[src/rtl/otter_pkg.sv]
// otter_pkg: shared OTTER constants (branch funct3 encodings, default XLEN)
package otter_pkg;
  localparam int XLEN_DEF = 32;
  localparam logic [2:0] BR_EQ  = 3'b000;
  localparam logic [2:0] BR_NE  = 3'b001;
  localparam logic [2:0] BR_LT  = 3'b100;
  localparam logic [2:0] BR_GE  = 3'b101;
  localparam logic [2:0] BR_LTU = 3'b110;
  localparam logic [2:0] BR_GEU = 3'b111;
endpackage

[src/rtl/branch_resolve_unit_if.sv]
// branch_resolve_unit_if: operand bundle in, resolved result and perf counters out
interface branch_resolve_unit_if
  import otter_pkg::*;
#(
  parameter int XLEN  = XLEN_DEF,
  parameter int CNT_W = 16
);
  logic             in_valid, in_ready, is_branch, is_jal, is_jalr, pred_taken;
  logic [2:0]       funct3;
  logic [XLEN-1:0]  pc, rs1, rs2, imm, pred_target;
  logic             out_valid, out_ready, taken, mispredict, misaligned, illegal;
  logic [XLEN-1:0]  next_pc;
  logic [CNT_W-1:0] br_count, mis_count;
  modport master (
    output in_valid, is_branch, is_jal, is_jalr, funct3, pc, rs1, rs2, imm,
           pred_taken, pred_target, out_ready,
    input  in_ready, out_valid, taken, next_pc, mispredict, misaligned, illegal,
           br_count, mis_count
  );
  modport slave (
    input  in_valid, is_branch, is_jal, is_jalr, funct3, pc, rs1, rs2, imm,
           pred_taken, pred_target, out_ready,
    output in_ready, out_valid, taken, next_pc, mispredict, misaligned, illegal,
           br_count, mis_count
  );
endinterface

[src/rtl/branch_cmp.sv]
// branch_cmp: combinational equality, signed and unsigned less-than
module branch_cmp #(
  parameter int XLEN = 32
) (
  input  logic [XLEN-1:0] a,
  input  logic [XLEN-1:0] b,
  output logic            eq,
  output logic            lt,
  output logic            ltu
);
  assign eq  = a == b;
  assign lt  = $signed(a) < $signed(b);
  assign ltu = a < b;
endmodule

[src/rtl/branch_resolve_unit.sv]
// branch_resolve_unit: registered branch/jump resolution with mispredict detection and perf counters
module branch_resolve_unit
  import otter_pkg::*;
#(
  parameter int XLEN  = XLEN_DEF,
  parameter int CNT_W = 16
) (
  input logic                 clk,
  input logic                 rst,
  branch_resolve_unit_if.slave bus
);
  logic            eq, lt, ltu, br_cond, is_br, take, ill, mis, ctl, ctl_q;
  logic [XLEN-1:0] tgt, npc;
  branch_cmp #(.XLEN(XLEN)) u_cmp (.a(bus.rs1), .b(bus.rs2), .eq, .lt, .ltu);
  always_comb begin
    br_cond = bus.funct3 == BR_EQ  ? eq   :
              bus.funct3 == BR_NE  ? !eq  :
              bus.funct3 == BR_LT  ? lt   :
              bus.funct3 == BR_GE  ? !lt  :
              bus.funct3 == BR_LTU ? ltu  :
              bus.funct3 == BR_GEU ? !ltu : 1'b0;
    is_br = bus.is_branch && !bus.is_jal && !bus.is_jalr;
    ill   = is_br && bus.funct3[2:1] == 2'b01;
    take  = bus.is_jalr || bus.is_jal || (is_br && br_cond);
    tgt   = bus.is_jalr ? ((bus.rs1 + bus.imm) & ~XLEN'(1)) : bus.pc + bus.imm;
    npc   = take ? tgt : bus.pc + XLEN'(4);
    mis   = (take != bus.pred_taken) || (take && npc != bus.pred_target);
    ctl   = bus.is_branch || bus.is_jal || bus.is_jalr;
  end
  assign bus.in_ready = !bus.out_valid || bus.out_ready;
  // counters follow the consumed result, so they trail the output handshake by one cycle
  always_ff @(posedge clk) begin
    if (rst) begin
      bus.out_valid  <= 1'b0;
      bus.taken      <= 1'b0;
      bus.next_pc    <= '0;
      bus.mispredict <= 1'b0;
      bus.misaligned <= 1'b0;
      bus.illegal    <= 1'b0;
      bus.br_count   <= '0;
      bus.mis_count  <= '0;
      ctl_q          <= 1'b0;
    end else begin
      if (bus.out_valid && bus.out_ready && ctl_q) begin
        bus.br_count  <= bus.br_count + CNT_W'(bus.br_count != '1);
        bus.mis_count <= bus.mis_count + CNT_W'(bus.mispredict && bus.mis_count != '1);
      end
      if (bus.in_valid && bus.in_ready) begin
        bus.out_valid  <= 1'b1;
        bus.taken      <= take;
        bus.next_pc    <= npc;
        bus.mispredict <= mis;
        bus.misaligned <= take && npc[1];
        bus.illegal    <= ill;
        ctl_q          <= ctl;
      end else if (bus.out_ready) begin
        bus.out_valid <= 1'b0;
      end
    end
  end
endmodule

[src/flat_wrapper.sv]
// flat-port wrapper written by rule: the top's interface ports become plain ports
module branch_resolve_unit_flat import otter_pkg::*;
#(
  parameter int XLEN  = XLEN_DEF,
  parameter int CNT_W = 16
)
  (clk, rst, bus_in_valid, bus_is_branch, bus_is_jal, bus_is_jalr, bus_funct3, bus_pc, bus_rs1, bus_rs2, bus_imm, bus_pred_taken, bus_pred_target, bus_out_ready, bus_in_ready, bus_out_valid, bus_taken, bus_next_pc, bus_mispredict, bus_misaligned, bus_illegal, bus_br_count, bus_mis_count);
  branch_resolve_unit_if #(.XLEN(XLEN), .CNT_W(CNT_W)) bus_i ();
  input logic clk;
  input logic rst;
  input wire logic [$bits(bus_i.in_valid)-1:0] bus_in_valid;
  input wire logic [$bits(bus_i.is_branch)-1:0] bus_is_branch;
  input wire logic [$bits(bus_i.is_jal)-1:0] bus_is_jal;
  input wire logic [$bits(bus_i.is_jalr)-1:0] bus_is_jalr;
  input wire logic [$bits(bus_i.funct3)-1:0] bus_funct3;
  input wire logic [$bits(bus_i.pc)-1:0] bus_pc;
  input wire logic [$bits(bus_i.rs1)-1:0] bus_rs1;
  input wire logic [$bits(bus_i.rs2)-1:0] bus_rs2;
  input wire logic [$bits(bus_i.imm)-1:0] bus_imm;
  input wire logic [$bits(bus_i.pred_taken)-1:0] bus_pred_taken;
  input wire logic [$bits(bus_i.pred_target)-1:0] bus_pred_target;
  input wire logic [$bits(bus_i.out_ready)-1:0] bus_out_ready;
  output wire logic [$bits(bus_i.in_ready)-1:0] bus_in_ready;
  output wire logic [$bits(bus_i.out_valid)-1:0] bus_out_valid;
  output wire logic [$bits(bus_i.taken)-1:0] bus_taken;
  output wire logic [$bits(bus_i.next_pc)-1:0] bus_next_pc;
  output wire logic [$bits(bus_i.mispredict)-1:0] bus_mispredict;
  output wire logic [$bits(bus_i.misaligned)-1:0] bus_misaligned;
  output wire logic [$bits(bus_i.illegal)-1:0] bus_illegal;
  output wire logic [$bits(bus_i.br_count)-1:0] bus_br_count;
  output wire logic [$bits(bus_i.mis_count)-1:0] bus_mis_count;
  assign bus_i.in_valid = bus_in_valid;
  assign bus_i.is_branch = bus_is_branch;
  assign bus_i.is_jal = bus_is_jal;
  assign bus_i.is_jalr = bus_is_jalr;
  assign bus_i.funct3 = bus_funct3;
  assign bus_i.pc = bus_pc;
  assign bus_i.rs1 = bus_rs1;
  assign bus_i.rs2 = bus_rs2;
  assign bus_i.imm = bus_imm;
  assign bus_i.pred_taken = bus_pred_taken;
  assign bus_i.pred_target = bus_pred_target;
  assign bus_i.out_ready = bus_out_ready;
  assign bus_in_ready = bus_i.in_ready;
  assign bus_out_valid = bus_i.out_valid;
  assign bus_taken = bus_i.taken;
  assign bus_next_pc = bus_i.next_pc;
  assign bus_mispredict = bus_i.mispredict;
  assign bus_misaligned = bus_i.misaligned;
  assign bus_illegal = bus_i.illegal;
  assign bus_br_count = bus_i.br_count;
  assign bus_mis_count = bus_i.mis_count;
  branch_resolve_unit #(.XLEN(XLEN), .CNT_W(CNT_W)) u_core (.clk(clk), .rst(rst), .bus(bus_i));
endmodule
[config.mk]
export PLATFORM = sky130hd
export DESIGN_NAME = branch_resolve_unit_flat
export DESIGN_NICKNAME = d
export VERILOG_FILES = /design/src/rtl/otter_pkg.sv /design/src/rtl/branch_resolve_unit_if.sv /design/src/rtl/branch_cmp.sv /design/src/rtl/branch_resolve_unit.sv /design/src/flat_wrapper.sv
export SDC_FILE = /design/constraint.sdc
export NUM_CORES = 1
export LEC_CHECK = 0
export BUFFER_PORTS_ARGS = -buffer_cell sky130_fd_sc_hd__buf_2
export CELL_PAD_IN_SITES_DETAIL_PLACEMENT = 1
export CELL_PAD_IN_SITES_GLOBAL_PLACEMENT = 2
export CORE_MARGIN = 2
export CORE_UTILIZATION = 30
export CTS_CLUSTER_DIAMETER = 80
export DETAILED_ROUTE_END_ITERATION = 8
export GPL_ROUTABILITY_DRIVEN = 1
export PLACE_DENSITY = 0.86
export SYNTH_ARGS = -nofsm -noshare
export SYNTH_HDL_FRONTEND = slang
export SYNTH_SLANG_ARGS = --single-unit
[constraint.sdc]
create_clock -name clk -period 5.35 [get_ports clk]
set_clock_uncertainty 0.1 [all_clocks]
set_input_delay 1.07 -clock clk [delete_from_list [all_inputs] [get_ports clk]]
set_output_delay 1.07 -clock clk [all_outputs]
set_load 0.02 [all_outputs]
Word-level counts from Yosys, hierarchy flattened
Index checks and enable logic that the tools add are counted.
W data, S select, Z words.

operators by class
  $lt $le $gt $ge = 2
  multiplexer cells = 10
  equality and inequality tests = 11
  reduce and logical (&&, ||, !) cells = 24
  add/sub/neg operators = 5

operators by type and width
  operator                 count
  $add A32 B32 Y32         2
  $lt A32 B32 Y1           2
  $mux W32                 2
  $add A16 B1 Y16          2
  $add A32 B3 Y32 const B  1
  $eq A32 B32 Y1           1
  $ne A16 B16 Y1 const B   2
  $ne A32 B32 Y1           1
  $eq A3 B3 Y1 const B     4
  $logic_and A1 B1 Y1      10
  $mux W1                  8
  $logic_not A1 Y1         6
  $logic_or A1 B1 Y1       6
  $eq A3 B1 Y1 const B     1
  $logic_not A3 Y1         1
  $eq A2 B1 Y1 const B     1
  $reduce_bool A2 Y1       1
  $ne A1 B1 Y1             1

word-level totals
  bits in registers = 70
  word-level logic and storage cells = 61
  input port bits = 171
  output and inout port bits = 70

Longest topological paths before layout
Gate-level depths: netlist (run 1).

  depth after elaboration = 14
  depth in mapped cells = 18
  mapped depth without buffers = 15

Cells and area by module
From an unflattened synthesis (run 1), not the netlist that was laid out.

second synthesis, totals
  cells, all modules = 1,372
  area, all modules = 9,749.4 sq um

modules (own cells, without submodules)
  module               seq. area each (sq um)  times used  cells each  area each (sq um)
  branch_resolve_unit  1,401.3                 1           1,257       8,927.3
  branch_cmp           0.0                     1           115         822.0

Worst setup path after synthesis (run 1)
OpenSTA, ideal clock, no wires.

  path kind = input to register
  start point = input bus_rs2[31]
  end point = register u_core.bus.mispredict
  stages = 15
  required time = 5,121 ps
  library setup time = 129 ps
  buffers on the path = 0
  data arrival time = 4,636 ps
  slack = 485 ps
  path through = inv_1 > ha_1 > nand4_2 > nor4_2 > nand3_1 > xor2_1 > nor4b_2 > or3_1 > a31oi_2 > mux2_2 > xor2_1 > or4_1 > or4_1 > nor4_1 > a31oi_1

on the way
  longest elaborated chain between the ends = 14
  elaborated cells between the ends (all ways) = 19
  those cells by class = 2 x order compare; 3 x eq/ne; 7 x mux; 7 x reduce/logical

RTL lines
  element                  RTL line                      text
  from (decl)              flat_wrapper.sv:18            input wire logic [$bits(bus_i.rs2)-1:0] bus_rs2;
  $lt A32 B32 Y1           branch_cmp.sv:13              assign ltu = a < b;
  $logic_not A1 Y1         branch_resolve_unit.sv:21     bus.funct3 == BR_GEU ? !ltu : 1'b0;
  $mux W1                  branch_resolve_unit.sv:21
  $mux W1                  branch_resolve_unit.sv:20     bus.funct3 == BR_LTU ? ltu :
  $mux W1                  branch_resolve_unit.sv:19     bus.funct3 == BR_GE ? !lt :
  $mux W1                  branch_resolve_unit.sv:18     bus.funct3 == BR_LT ? lt :
  $mux W1                  branch_resolve_unit.sv:17     bus.funct3 == BR_NE ? !eq :
  $mux W1 (*)              branch_resolve_unit.sv:16     br_cond = bus.funct3 == BR_EQ ? eq :
  $logic_and A1 B1 Y1 (*)  branch_resolve_unit.sv:24     take = bus.is_jalr || bus.is_jal || (is_br && br_cond);
  $logic_or A1 B1 Y1 (*)   branch_resolve_unit.sv:24
  $mux W32                 branch_resolve_unit.sv:26     npc = take ? tgt : bus.pc + XLEN'(4);
  $ne A32 B32 Y1           branch_resolve_unit.sv:27     mis = (take != bus.pred_taken) || (take && npc != bus.pred_target);
  $logic_and A1 B1 Y1      branch_resolve_unit.sv:27
  $logic_or A1 B1 Y1 (*)   branch_resolve_unit.sv:27
  to (signal assigned)     branch_resolve_unit.sv:52     bus.mispredict <= mis;
  to (decl)                branch_resolve_unit_if.sv:23  output in_ready, out_valid, taken, next_pc, mispredict, misaligned, illegal,

Every way passes the cells marked *; elsewhere a longest branch is shown, timed or not.
A chain may end at the register's enable or synchronous reset.

Worst setup path after layout (run 1)
  start point = input bus_imm[8]
  end point = register u_core.bus.mispredict

on the way
  longest elaborated chain between the ends = 6
  elaborated cells between the ends (all ways) = 7
  those cells by class = 2 x add/sub; 1 x eq/ne; 2 x mux; 2 x reduce/logical

RTL lines
  element                  RTL line                   text
  from (decl)              flat_wrapper.sv:19         input wire logic [$bits(bus_i.imm)-1:0] bus_imm;
  $add A32 B32 Y32         branch_resolve_unit.sv:25  tgt = bus.is_jalr ? ((bus.rs1 + bus.imm) & ~XLEN'(1)) : bus.pc + bus.imm;
  $mux W32 (*)             branch_resolve_unit.sv:25
  $mux W32 (*)             branch_resolve_unit.sv:26
  $ne A32 B32 Y1 (*)       branch_resolve_unit.sv:27
  $logic_and A1 B1 Y1 (*)  branch_resolve_unit.sv:27
  $logic_or A1 B1 Y1 (*)   branch_resolve_unit.sv:27

Marked as above.

==> results of run 1 <==
[layout by cell type, fill, tap and decap left out, types with 5 or more instances in the layout]
cell / instances
buf_2: 240
nor2b_1: 5
or3_1: 6
and2_1: 11
xnor2_1: 55
inv_1: 51
nand2_1: 137
o22ai_1: 5
dfxtp_1: 70
nand4_1: 36
and4_1: 5
buf_4: 61
a21o_1: 19
nor4_1: 8
xor2_1: 74
a211oi_1: 21
a2111oi_0: 5
nand3_1: 41
o2111ai_1: 6
o211ai_1: 19
mux2_2: 7
nor2_1: 95
clkbuf_16: 9
o21ai_0: 55
nand2b_1: 5
a21oi_1: 134
o21a_1: 6
ha_1: 98
a31oi_1: 12
and3_1: 19
mux2i_1: 18
nor3_1: 19
[routing by layer]
metal | global-route usage [%] | vias up
li1 | - | 4762
met1 | 29.3 | 4521
met2 | 39.3 | 235
met3 | 3.25 | 49
met4 | 7.89 | 0
met5 | 0 | -
[Yosys cell counts (18+ instances only)]
master    number
clkbuf_1      35
mux2i_1       18
nand3_1       41
o21ai_0       55
inv_1         51
dfxtp_1       70
a211oi_1      21
nor2_1        95
nand4_1       36
a21o_1        19
nand2_1      137
o211ai_1      19
and3_1        19
nor3_1        19
a21oi_1      134
ha_1          98
xnor2_1       55
xor2_1        74
[flip-flops by register name (all words and copies together) (netlist names)]
register and cells:
u_core.bus.br_count 16, u_core.bus.illegal 1, u_core.bus.mis_count 16, u_core.bus.misaligned 1, u_core.bus.mispredict 1, u_core.bus.next_pc 32, u_core.bus.out_valid 1, u_core.bus.taken 1
u_core.ctl_q 1
[repair_timing]
action,CTS,global route
endpoints found under the hold margin,0,0
hold buffers,0,0
setup buffers,0,0
endpoints found under the setup margin,0,1
gates resized for setup,0,1
[area by class of cell]
cell class,count,area share (%)
antenna,4,0.0929
clock buffer,11,2.25
clock inverter,4,0.441
inverter,51,1.78
multi-input combinational,993,62.5
sequential,70,13.0
tap,378,4.39
timing repair buffer,302,15.6
[critical path: stages]
cell       delay, ps
buf_2            110
ha_1             400
a21oi_1          260
o22ai_1          110
nor3_1           520
nand2_1          140
xor2_1           170
mux2i_1          340
o211ai_1         140
a211oi_1         330
o2111ai_1        160
or4_1            470
or4_1            510
nor4_1           310
a31oi_1          120
[cells by family (layout without fill, tap and decap cells)]
logic type / after synthesis / after routing
compound gates: 327 / 327
xor+xnor: 129 / 129
fa+ha+maj: 100 / 100
buf+inv: 98 / 368
flops: 70 / 70
mux: 25 / 25
other cells: 0 / 4
simple gates: 412 / 412
[worst max-delay path by stage]
stage	startpoint	to	slack (ps)	cells past startpoint
floorplan	bus_rs2[31]	u_core.bus.mispredict$_SDFFE_PP0P_	480	15
global placement	bus_imm[0]	u_core.bus.mispredict$_SDFFE_PP0P_	-60	16
detailed placement	bus_imm[0]	u_core.bus.mispredict$_SDFFE_PP0P_	-70	16
CTS	bus_imm[0]	u_core.bus.mispredict$_SDFFE_PP0P_	260	16
global route	bus_rs2[30]	u_core.bus.mispredict$_SDFFE_PP0P_	20	19
finish	bus_imm[8]	u_core.bus.mispredict$_SDFFE_PP0P_	290	15
[power by group through the flow]
stage | Clock, mW | Sequential [mW] | Combinational (mW)
after floorplan | 0 | 0.607 | 0.607
after global placement | 0 | 0.576 | 1.04
after detailed placement | 0 | 0.577 | 1.05
after CTS | 0.598 | 0.566 | 1.06
after global routing | 0.619 | 0.569 | 1.17
final | 0.582 | 0.566 | 1.06
==> metrics.yaml, run 1 <==
top_layer_used: "met4"
holdPathStages: 2
fin_tns_setup_ps: 0
worstHoldPathType: "flop to flop"
synthCells: 1161
synthTopCellsByArea: "dfxtp_1, ha_1, a21oi_1"
synthMuxAreaShare_pct: 3.05
ys_ff_latch: 70
rsz0062_at_grt: "no"
final_area_um2: 10800
p_int_mw: 1.35
final-max-slew-violation-count: 0
place.gp.congestion: 0.904
post-route-period-util_pct: 94.5
arrival_ps: 5160
yosys.area_share.simple_pct: 23.5
synth-compound-area-share_pct: 24.3
post-route-min-period_ps: 5060
dpl.cell_count: 1794
grt_pass1_wl_um: 53100
p_leak_nw: 4.88
maxCapViolations: 0
met3_length_um: 1730
num_vias: 9567
antenna_found_initial: 4
placed_cell_area_um2: 10500
min_from: "u_core.bus.next_pc[18]$_SDFFE_PP0P_"
worst_hold_slack_ps: 350
hpwl_um: 29500
ys_seq_area_share_pct: 16.5
r2r_end: "u_core.bus.mispredict$_SDFFE_PP0P_"
crit_required_ps: 5450
ys_types: 74
synth_edf_count: 0
core_um2: 27900
grt_overflow_total: 0
worst_r2r_path_depth: 11
drt_first_pass_iters: 4
min_to: "u_core.bus.next_pc[18]$_SDFFE_PP0P_"
syn_to_final_growth_pct: 26.9
max_slew_margin_pct: 51.3
endpoint_kind: "flop"
clockRootBuffer: "clkbuf_16"
initial_core_util_pct: 30.5
max-clock-path-buffers: 2
syn_avg_cell_area_um2: 7.31
syn-cell-area_um2: 8490
die_h_um: 172
p_clk_share_pct: 26.4
p_comb_share_pct: 48.0
multiInputGateArea_um2: 6740
drc: 0
async_flop_share_pct: 0
cts_tree: "built"
critPathLaunchType: "input port"
pin_count: 241
dp_slack_ps: -70.0
core.rowCount: 61
power_density_nw_per_um2: 205
setup_slack_ps: 292
r2r_start: "u_core.bus.out_valid$_SDFFE_PP0P_"
grt_pass1_vias: 9953
drt-initial-drc-count: 570
clock-sinks: 70
hold_viol_final: 0
cts.clk_slew.worst_paths_ps: 50
drtAntennaViolNets: 0
synth_fp_nets: 1432
clk-insertion-delay-late_ps: 330
p_sw_mw: 0.856
regToRegSetupSlack_ps: 2070
die_w_um: 172
crit_type: "input port to flop"
finish.utilization_pct: 38.7
max_freq_ghz: 0.198
met1_length_um: 15500
synth_top_family_by_area: "compound AO/OA/AOI/OAI gates"
dieArea_um2: 29700
numPortBuffers: 240
synthAdderAreaFrac_pct: 14.9
yosys_most_used_dff: "dfxtp_1"
p_total_mw: 2.21
htree_levels: 3
setup_violations: 0
numCtsBuffers: 9
synth_top_area_cell: "dfxtp_1"
wl_um: 34100
wl_per_cell_um: 18.8
viasPerCell: 5.28
ys_warn_count: 0
nFillCells: 3603
power_frac_seq_pct: 25.6
max-vdd-ir-drop_mv: 0.114
grt_max_degree: 68
tightest_slew_ps: 731
final_nets: 1698
grtUsageTotal_pct: 22.9
p_sw_share_pct: 38.8
wl_met2_um: 16000
crit_path_max_fanout: 7
yosys.area_share.xor_xnor_pct: 13.3
netlist.area_leader.share_pct: 16.5
outcome: "finished clean"
seq_area_um2: 1400
finalNonFillerCells: 1813
drive_above_1_share_pct: 24.0
Note: power is estimated with default switching activity, not from simulation.
==> inputs of run 2 (changes only) <==
--- a/config.mk
+++ b/config.mk
@@ -5,7 +5,7 @@
 export SDC_FILE = /design/constraint.sdc
 export NUM_CORES = 1
 export LEC_CHECK = 0
-export BUFFER_PORTS_ARGS = -buffer_cell sky130_fd_sc_hd__buf_2
+export BUFFER_PORTS_ARGS = -buffer_cell sky130_fd_sc_hd__buf_4
 export CELL_PAD_IN_SITES_DETAIL_PLACEMENT = 1
 export CELL_PAD_IN_SITES_GLOBAL_PLACEMENT = 2
 export CORE_MARGIN = 2
==> constraint.sdc (replaced) <==
create_clock -name clk -period 5.35 [get_ports clk]
set_clock_uncertainty 0.1 [all_clocks]
set_input_delay 1.07 -clock clk [delete_from_list [all_inputs] [get_ports clk]]
set_output_delay 1.07 -clock clk [all_outputs]
set_load 0.05 [all_outputs]
==> run 2 against run 1 <==
Against the previous run:
- setup slack improved by 14 ps
- via count about the same
- critical path type unchanged
- total power increased by 9.2%
- wire length increased by 0.43%
- non-clock buffer count decreased by 6
- global-route usage decreased by 0.12 points
==> metrics.yaml, run 2 (same netlist as run 1, synthesis figures left out) <==
wl_um: 34300
p_sw_share_pct: 38.5
p_sw_mw: 0.928
seq_area_um2: 1400
setup_violations: 0
final-max-slew-violation-count: 0
antenna_found_initial: 1
path_buf_inv: 3
path_cells: "buf_4 -> ha_1 -> nand4_2 -> nor4_2 -> buf_4 -> nand3_1 -> xor2_1 -> nor4b_2 -> or3_1 -> a31oi_4 -> buf_4 -> mux2i_1 -> xor2_1 -> or4_1 -> or4_1 -> nor4_1 -> a31oi_1"
die_w_um: 172
max-clock-path-buffers: 2
grt_overflow_total: 0
numCtsBuffers: 9
core_um2: 27900
crit_type: "input port to flop"
p_comb_share_pct: 48.4
drt-initial-drc-count: 440
cts_hold_buffers: 0
die_h_um: 172
finish.utilization_pct: 40.9
cts_tree: "built"
core.rowCount: 61
final_common_cell: "buf_4"
num_vias: 9572
top_regs: "u_core.bus.next_pc x32, u_core.bus.br_count x16, u_core.bus.mis_count x16"
top_register: "u_core.bus.next_pc"
drtAntennaViolNets: 0
endpoint_kind: "flop"
crit_required_ps: 5450
largest_reg_flops: 32
path_delay_family: "simple AND/OR/NAND/NOR gates"
drc: 0
htree_levels: 3
slowest_stage: "or4_1"
post-route-period-util_pct: 94.3
critPathLaunchType: "input port"
max_slew_margin_pct: 51.1
power_frac_seq_pct: 23.5
cp_common_cell: "buf_4"
max_freq_ghz: 0.198
power_density_nw_per_um2: 212
p_total_mw: 2.41
grt_pass1_wl_um: 52800
dp_slack_ps: -73.3
hpwl_um: 29300
cts.clk_slew.worst_paths_ps: 60
grt_pass1_vias: 9700
max-vdd-ir-drop_mv: 0.113
setup_slack_ps: 306
clk-insertion-delay-late_ps: 330
dieArea_um2: 29700
p_clk_share_pct: 28.1
outcome: "finished clean"
hold_viol_final: 0
syn_to_final_growth_pct: 34.0
p_int_mw: 1.48
post-route-min-period_ps: 5040
grtUsageTotal_pct: 22.8
numPortBuffers: 240
drive_above_1_share_pct: 23.9
wl_per_cell_um: 19.0
pin_count: 241
grt_max_degree: 68
drt_first_pass_iters: 5
slowest_delay_ps: 510
arrival_ps: 5150
clock-sinks: 70
p_leak_nw: 5.03
final_nets: 1692
multiInputGateArea_um2: 6740
nFillCells: 3492
place.gp.congestion: 0.920
tightest_slew_ps: 734
worstHoldPathType: "flop to flop"
initial_core_util_pct: 30.5
clockRootBuffer: "clkbuf_16"
rsz0062_at_grt: "no"
viasPerCell: 5.31
maxCapViolations: 0
cts_setup_buffers: 0
crit_path_max_fanout: 4
final_cell_mix: "buf_4, nand2_1, a21oi_1"
-- run 2: per-stage QoR --
| step | area, um2 | hold WS, ps | TNS (ps) | std cells |
|---|---|---|---|---|
| after floorplan | 8490 | 385 | 0 | 1161 |
| after global placement | 11000 | 343 | 0 | 1788 |
| after detailed placement | 11000 | 349 | -73.3 | 1788 |
| after CTS | 11400 | 357 | 0 | 1803 |
| after global routing | 11400 | 378 | 0 | 1804 |
| final | 11400 | 355 | 0 | 1804 |
-- run 2: layout make-up --
cell class                 count  area share [%]
inverter                      51            1.68
multi-input combinational    993            59.2
antenna                        1          0.0220
tap                          378            4.16
clock buffer                   9            1.98
sequential                    70            12.3
timing repair buffer         296            19.7
clock inverter                 6           0.978
-- run 2: final timing paths --
path                                            from                            endpoint  slack, ps  depth (start not counted)
setup / recovery                         bus_rs1[30]  u_core.bus.mispredict$_SDFFE_PP0P_        310                         17
hold / removal    u_core.bus.next_pc[8]$_SDFFE_PP0P_  u_core.bus.next_pc[8]$_SDFFE_PP0P_        350                          2
setup reg to reg   u_core.bus.out_valid$_SDFFE_PP0P_  u_core.bus.mispredict$_SDFFE_PP0P_       2080                         11
hold reg to reg   u_core.bus.next_pc[8]$_SDFFE_PP0P_  u_core.bus.next_pc[8]$_SDFFE_PP0P_        350                          2
-- run 2: power groups by stage --
| stage | clock [mW] | sequential (mW) | combinational [mW] |
|---|---|---|---|
| final | 0.677 | 0.567 | 1.17 |
| after global routing | 0.718 | 0.570 | 1.28 |
| after CTS | 0.691 | 0.567 | 1.16 |
| after detailed placement | 0 | 0.578 | 1.16 |
| after global placement | 0 | 0.577 | 1.14 |
| after floorplan | 0 | 0.668 | 0.608 |
-- run 2: layer usage --
layer / share of wire [%] / GRT usage (%) / vias up
met4: 1.6 / 4.82 / 0
met2: 48 / 40.2 / 214
met1: 46 / 29.9 / 4596
li1: - / - / 4734
met3: 4.2 / 2.43 / 28
met5: 0 / 0 / -
-- run 2: worst register-to-register path, stage by stage, from the launching register on --
cell and delay (ps):
dfxtp_1 340, nand2b_1 160, nand2_1 130, a31oi_1 220, and4_1 250, o211ai_1 100
a211oi_1 270, o2111ai_1 150, or4_1 460, or4_1 510, nor4_1 340, a31oi_1 120
-- run 2: repair_timing --
action / CTS / global route
endpoints found under the hold margin: 0 / 0
gates resized for setup: 0 / 3
setup endpoints to repair: 0 / 1
==> inputs of run 3 (changes only) <==
--- a/config.mk
+++ b/config.mk
@@ -5,15 +5,16 @@
 export SDC_FILE = /design/constraint.sdc
 export NUM_CORES = 1
 export LEC_CHECK = 0
+export ABC_AREA = 1
 export BUFFER_PORTS_ARGS = -buffer_cell sky130_fd_sc_hd__buf_4
 export CELL_PAD_IN_SITES_DETAIL_PLACEMENT = 1
 export CELL_PAD_IN_SITES_GLOBAL_PLACEMENT = 2
 export CORE_MARGIN = 2
-export CORE_UTILIZATION = 30
+export CORE_UTILIZATION = 28
 export CTS_CLUSTER_DIAMETER = 80
 export DETAILED_ROUTE_END_ITERATION = 8
 export GPL_ROUTABILITY_DRIVEN = 1
-export PLACE_DENSITY = 0.86
+export PLACE_DENSITY = 0.85
 export SYNTH_ARGS = -nofsm -noshare
 export SYNTH_HDL_FRONTEND = slang
 export SYNTH_SLANG_ARGS = --single-unit
==> constraint.sdc (replaced) <==
create_clock -name clk -period 5.78 [get_ports clk]
set_clock_uncertainty 0.1 [all_clocks]
set_input_delay 1.156 -clock clk [delete_from_list [all_inputs] [get_ports clk]]
set_output_delay 1.156 -clock clk [all_outputs]
set_load 0.05 [all_outputs]
==> run 3 against run 2 <==
Against the previous run:
- critical path type unchanged
- non-clock buffer count shrank 51
- wire length grew 36%
- critical endpoint unchanged
- synthesized cell count grew 51%
- sequential power shrank 7.6%
- worst hold slack gained 22 ps
- combinational power shrank 4%
- setup slack gained 1200 ps
- design area grew 11%
- utilization shrank 5.3 points
- final cell count grew 35%
- flip-flop and latch count is the same
- critical path depth grew 9
==> metrics.yaml, run 3 <==
drt_first_pass_iters: 5
netlist.area_leader.share_pct: 16.1
yosys_most_used_dff: "dfxtp_1"
num_vias: 12500
slowest_stage: "buf_4"
endpoint_kind: "flop"
drt-initial-drc-count: 658
cp_common_cell: "nand2_1"
synth_top_family_by_area: "simple AND/OR/NAND/NOR gates"
post-route-period-util_pct: 74.7
cts_tree: "built"
p_leak_nw: 6.46
final_common_cell: "nand2_1"
arrival_ps: 4430
drtAntennaViolNets: 0
max_freq_ghz: 0.232
slowest_delay_ps: 460
die_h_um: 194
synth-compound-area-share_pct: 17.6
clockRootBuffer: "clkbuf_16"
max-vdd-ir-drop_mv: 0.178
synth_commonest_cells: "nand2_1, inv_1, nand3_1"
grt_overflow_total: 0
die_w_um: 194
power_density_nw_per_um2: 179
top_register: "u_core.bus.next_pc"
dieArea_um2: 37600
syn_avg_cell_area_um2: 5.76
place.gp.congestion: 0.937
cts_hold_buffers: 0
setup_violations: 0
antenna_found_initial: 0
diodes: 0
tightest_slew_ps: 1050
final_nets: 2244
pin_count: 241
ys_types: 45
syn-cell-area_um2: 10100
max_slew_margin_pct: 29.7
ys_seq_area_share_pct: 13.9
hpwl_um: 40500
wl_per_cell_um: 19.1
synth_top_area_cell: "nand2_1"
maxCapViolations: 0
wl_um: 46600
post-route-min-period_ps: 4320
initial_core_util_pct: 28.4
grt_max_degree: 56
htree_levels: 3
hold_viol_final: 0
rsz0062_at_grt: "no"
numCtsBuffers: 9
cts.clk_slew.worst_paths_ps: 60
critPathLaunchType: "input port"
syn_to_final_growth_pct: 25.3
dp_slack_ps: 1050
cts-resized-gates: 0
synthMuxAreaShare_pct: 0.0992
grt_pass1_wl_um: 72400
synth_fp_nets: 2024
grt_pass1_vias: 12900
final_cell_mix: "nand2_1, inv_1, buf_4"
worstHoldPathType: "flop to flop"
crit_type: "input port to flop"
drc: 0
synth_edf_count: 0
ys_warn_count: 0
crit_required_ps: 5890
clk-insertion-delay-late_ps: 340
top_regs: "u_core.bus.next_pc x32, u_core.bus.br_count x16, u_core.bus.mis_count x16"
yosysMostFrequentCell: "nand2_1"
grtUsageTotal_pct: 24.3
yosys.area_share.simple_pct: 40.6
core.rowCount: 69
cts_setup_buffers: 0
crit_path_max_fanout: 48
async_flop_share_pct: 0
outcome: "finished clean"
synthAdderAreaFrac_pct: 12.5
viasPerCell: 5.14
ys_ff_latch: 70
synthCells: 1753
yosys.area_share.xor_xnor_pct: 3.30
final-max-slew-violation-count: 0
fin_tns_setup_ps: 0
setup_slack_ps: 1460
max-clock-path-buffers: 2
drive_above_1_share_pct: 14.4
synthTopCellsByArea: "nand2_1, dfxtp_1, ha_1"
core_um2: 35600
clock-sinks: 70
nFillCells: 4764
numPortBuffers: 240
largest_reg_flops: 32
## run 3: cell count changes after synthesis, moves of 51 or more
cell,previous run,this run
nand3_1,41,180
inv_1,51,264
xor2_1,74,23
o21ai_0,55,107
nor2_1,95,170
nand2_1,137,433
## run 3: kinds of logic (layout without fill, tap and decap cells)
group	Yosys count	in the layout
XOR/XNOR	38	38
AND/OR/NAND/NOR	922	922
multiplexers	1	1
buffers and inverters	304	529
adder cells (fa/ha/maj)	100	100
flip-flops	70	70
AO/OA/AOI/OAI	318	318
## run 3: path summary, 6_finish.rpt
kind | endpoint | startpoint | cells past startpoint | slack [ps]
max | u_core.bus.mispredict$_SDFFE_PP0P_ | bus_rs1[31] | 26 | 1460
min | u_core.bus.misaligned$_SDFFE_PP0P_ | u_core.bus.misaligned$_SDFFE_PP0P_ | 2 | 380
max reg2reg | u_core.bus.mis_count[14]$_SDFFE_PP0P_ | u_core.bus.mis_count[9]$_SDFFE_PP0P_ | 17 | 2570
min reg2reg | u_core.bus.misaligned$_SDFFE_PP0P_ | u_core.bus.misaligned$_SDFFE_PP0P_ | 2 | 380
## run 3: layer usage
| metal | share of wire, % | vias up | routed length [um] | GRT usage, % |
|---|---|---|---|---|
| li1 | - | 6257 | - | - |
| met1 | 45 | 5944 | 21200 | 31.8 |
| met2 | 47 | 294 | 21900 | 41.9 |
| met3 | 4.8 | 52 | 2250 | 3.20 |
| met4 | 2.7 | 0 | 1260 | 6.73 |
| met5 | 0 | - | 0 | 0 |
## run 3: area by class of cell
cell class | count | area (um2) | area share, %
multi-input combinational | 1379 | 7490 | 59.3
timing repair buffer | 245 | 1840 | 14.5
sequential | 70 | 1400 | 11.1
inverter | 268 | 1010 | 7.95
tap | 461 | 577 | 4.56
clock buffer | 9 | 225 | 1.78
clock inverter | 7 | 105 | 0.831
## run 3: stage by stage
stage	hold slack (ps)	utilization (%)	std cells	total power [mW]	instance area, um2
2_1_floorplan	418	-	1753	1.23	10100
3_3_place_gp	357	34.6	2423	1.63	12300
3_5_place_dp	368	34.6	2423	1.65	12300
4_1_cts	377	35.6	2439	2.28	12600
5_1_grt	393	35.6	2439	2.43	12600
6_report	376	35.6	2439	2.27	12600
## run 3: power by group
part | total (mW) | switching (mW) | internal, mW
registers | 0.524 | 0.0160 | 0.508
logic | 1.12 | 0.744 | 0.378
clock network | 0.623 | 0.238 | 0.385
total | 2.27 | 0.997 | 1.27
## run 3: critical path: cells and delay by family
kind	cells	cell delay [ps]
buf+inv	3	620
simple gates	21	2200
fa+ha+maj	1	350
compound gates	1	60
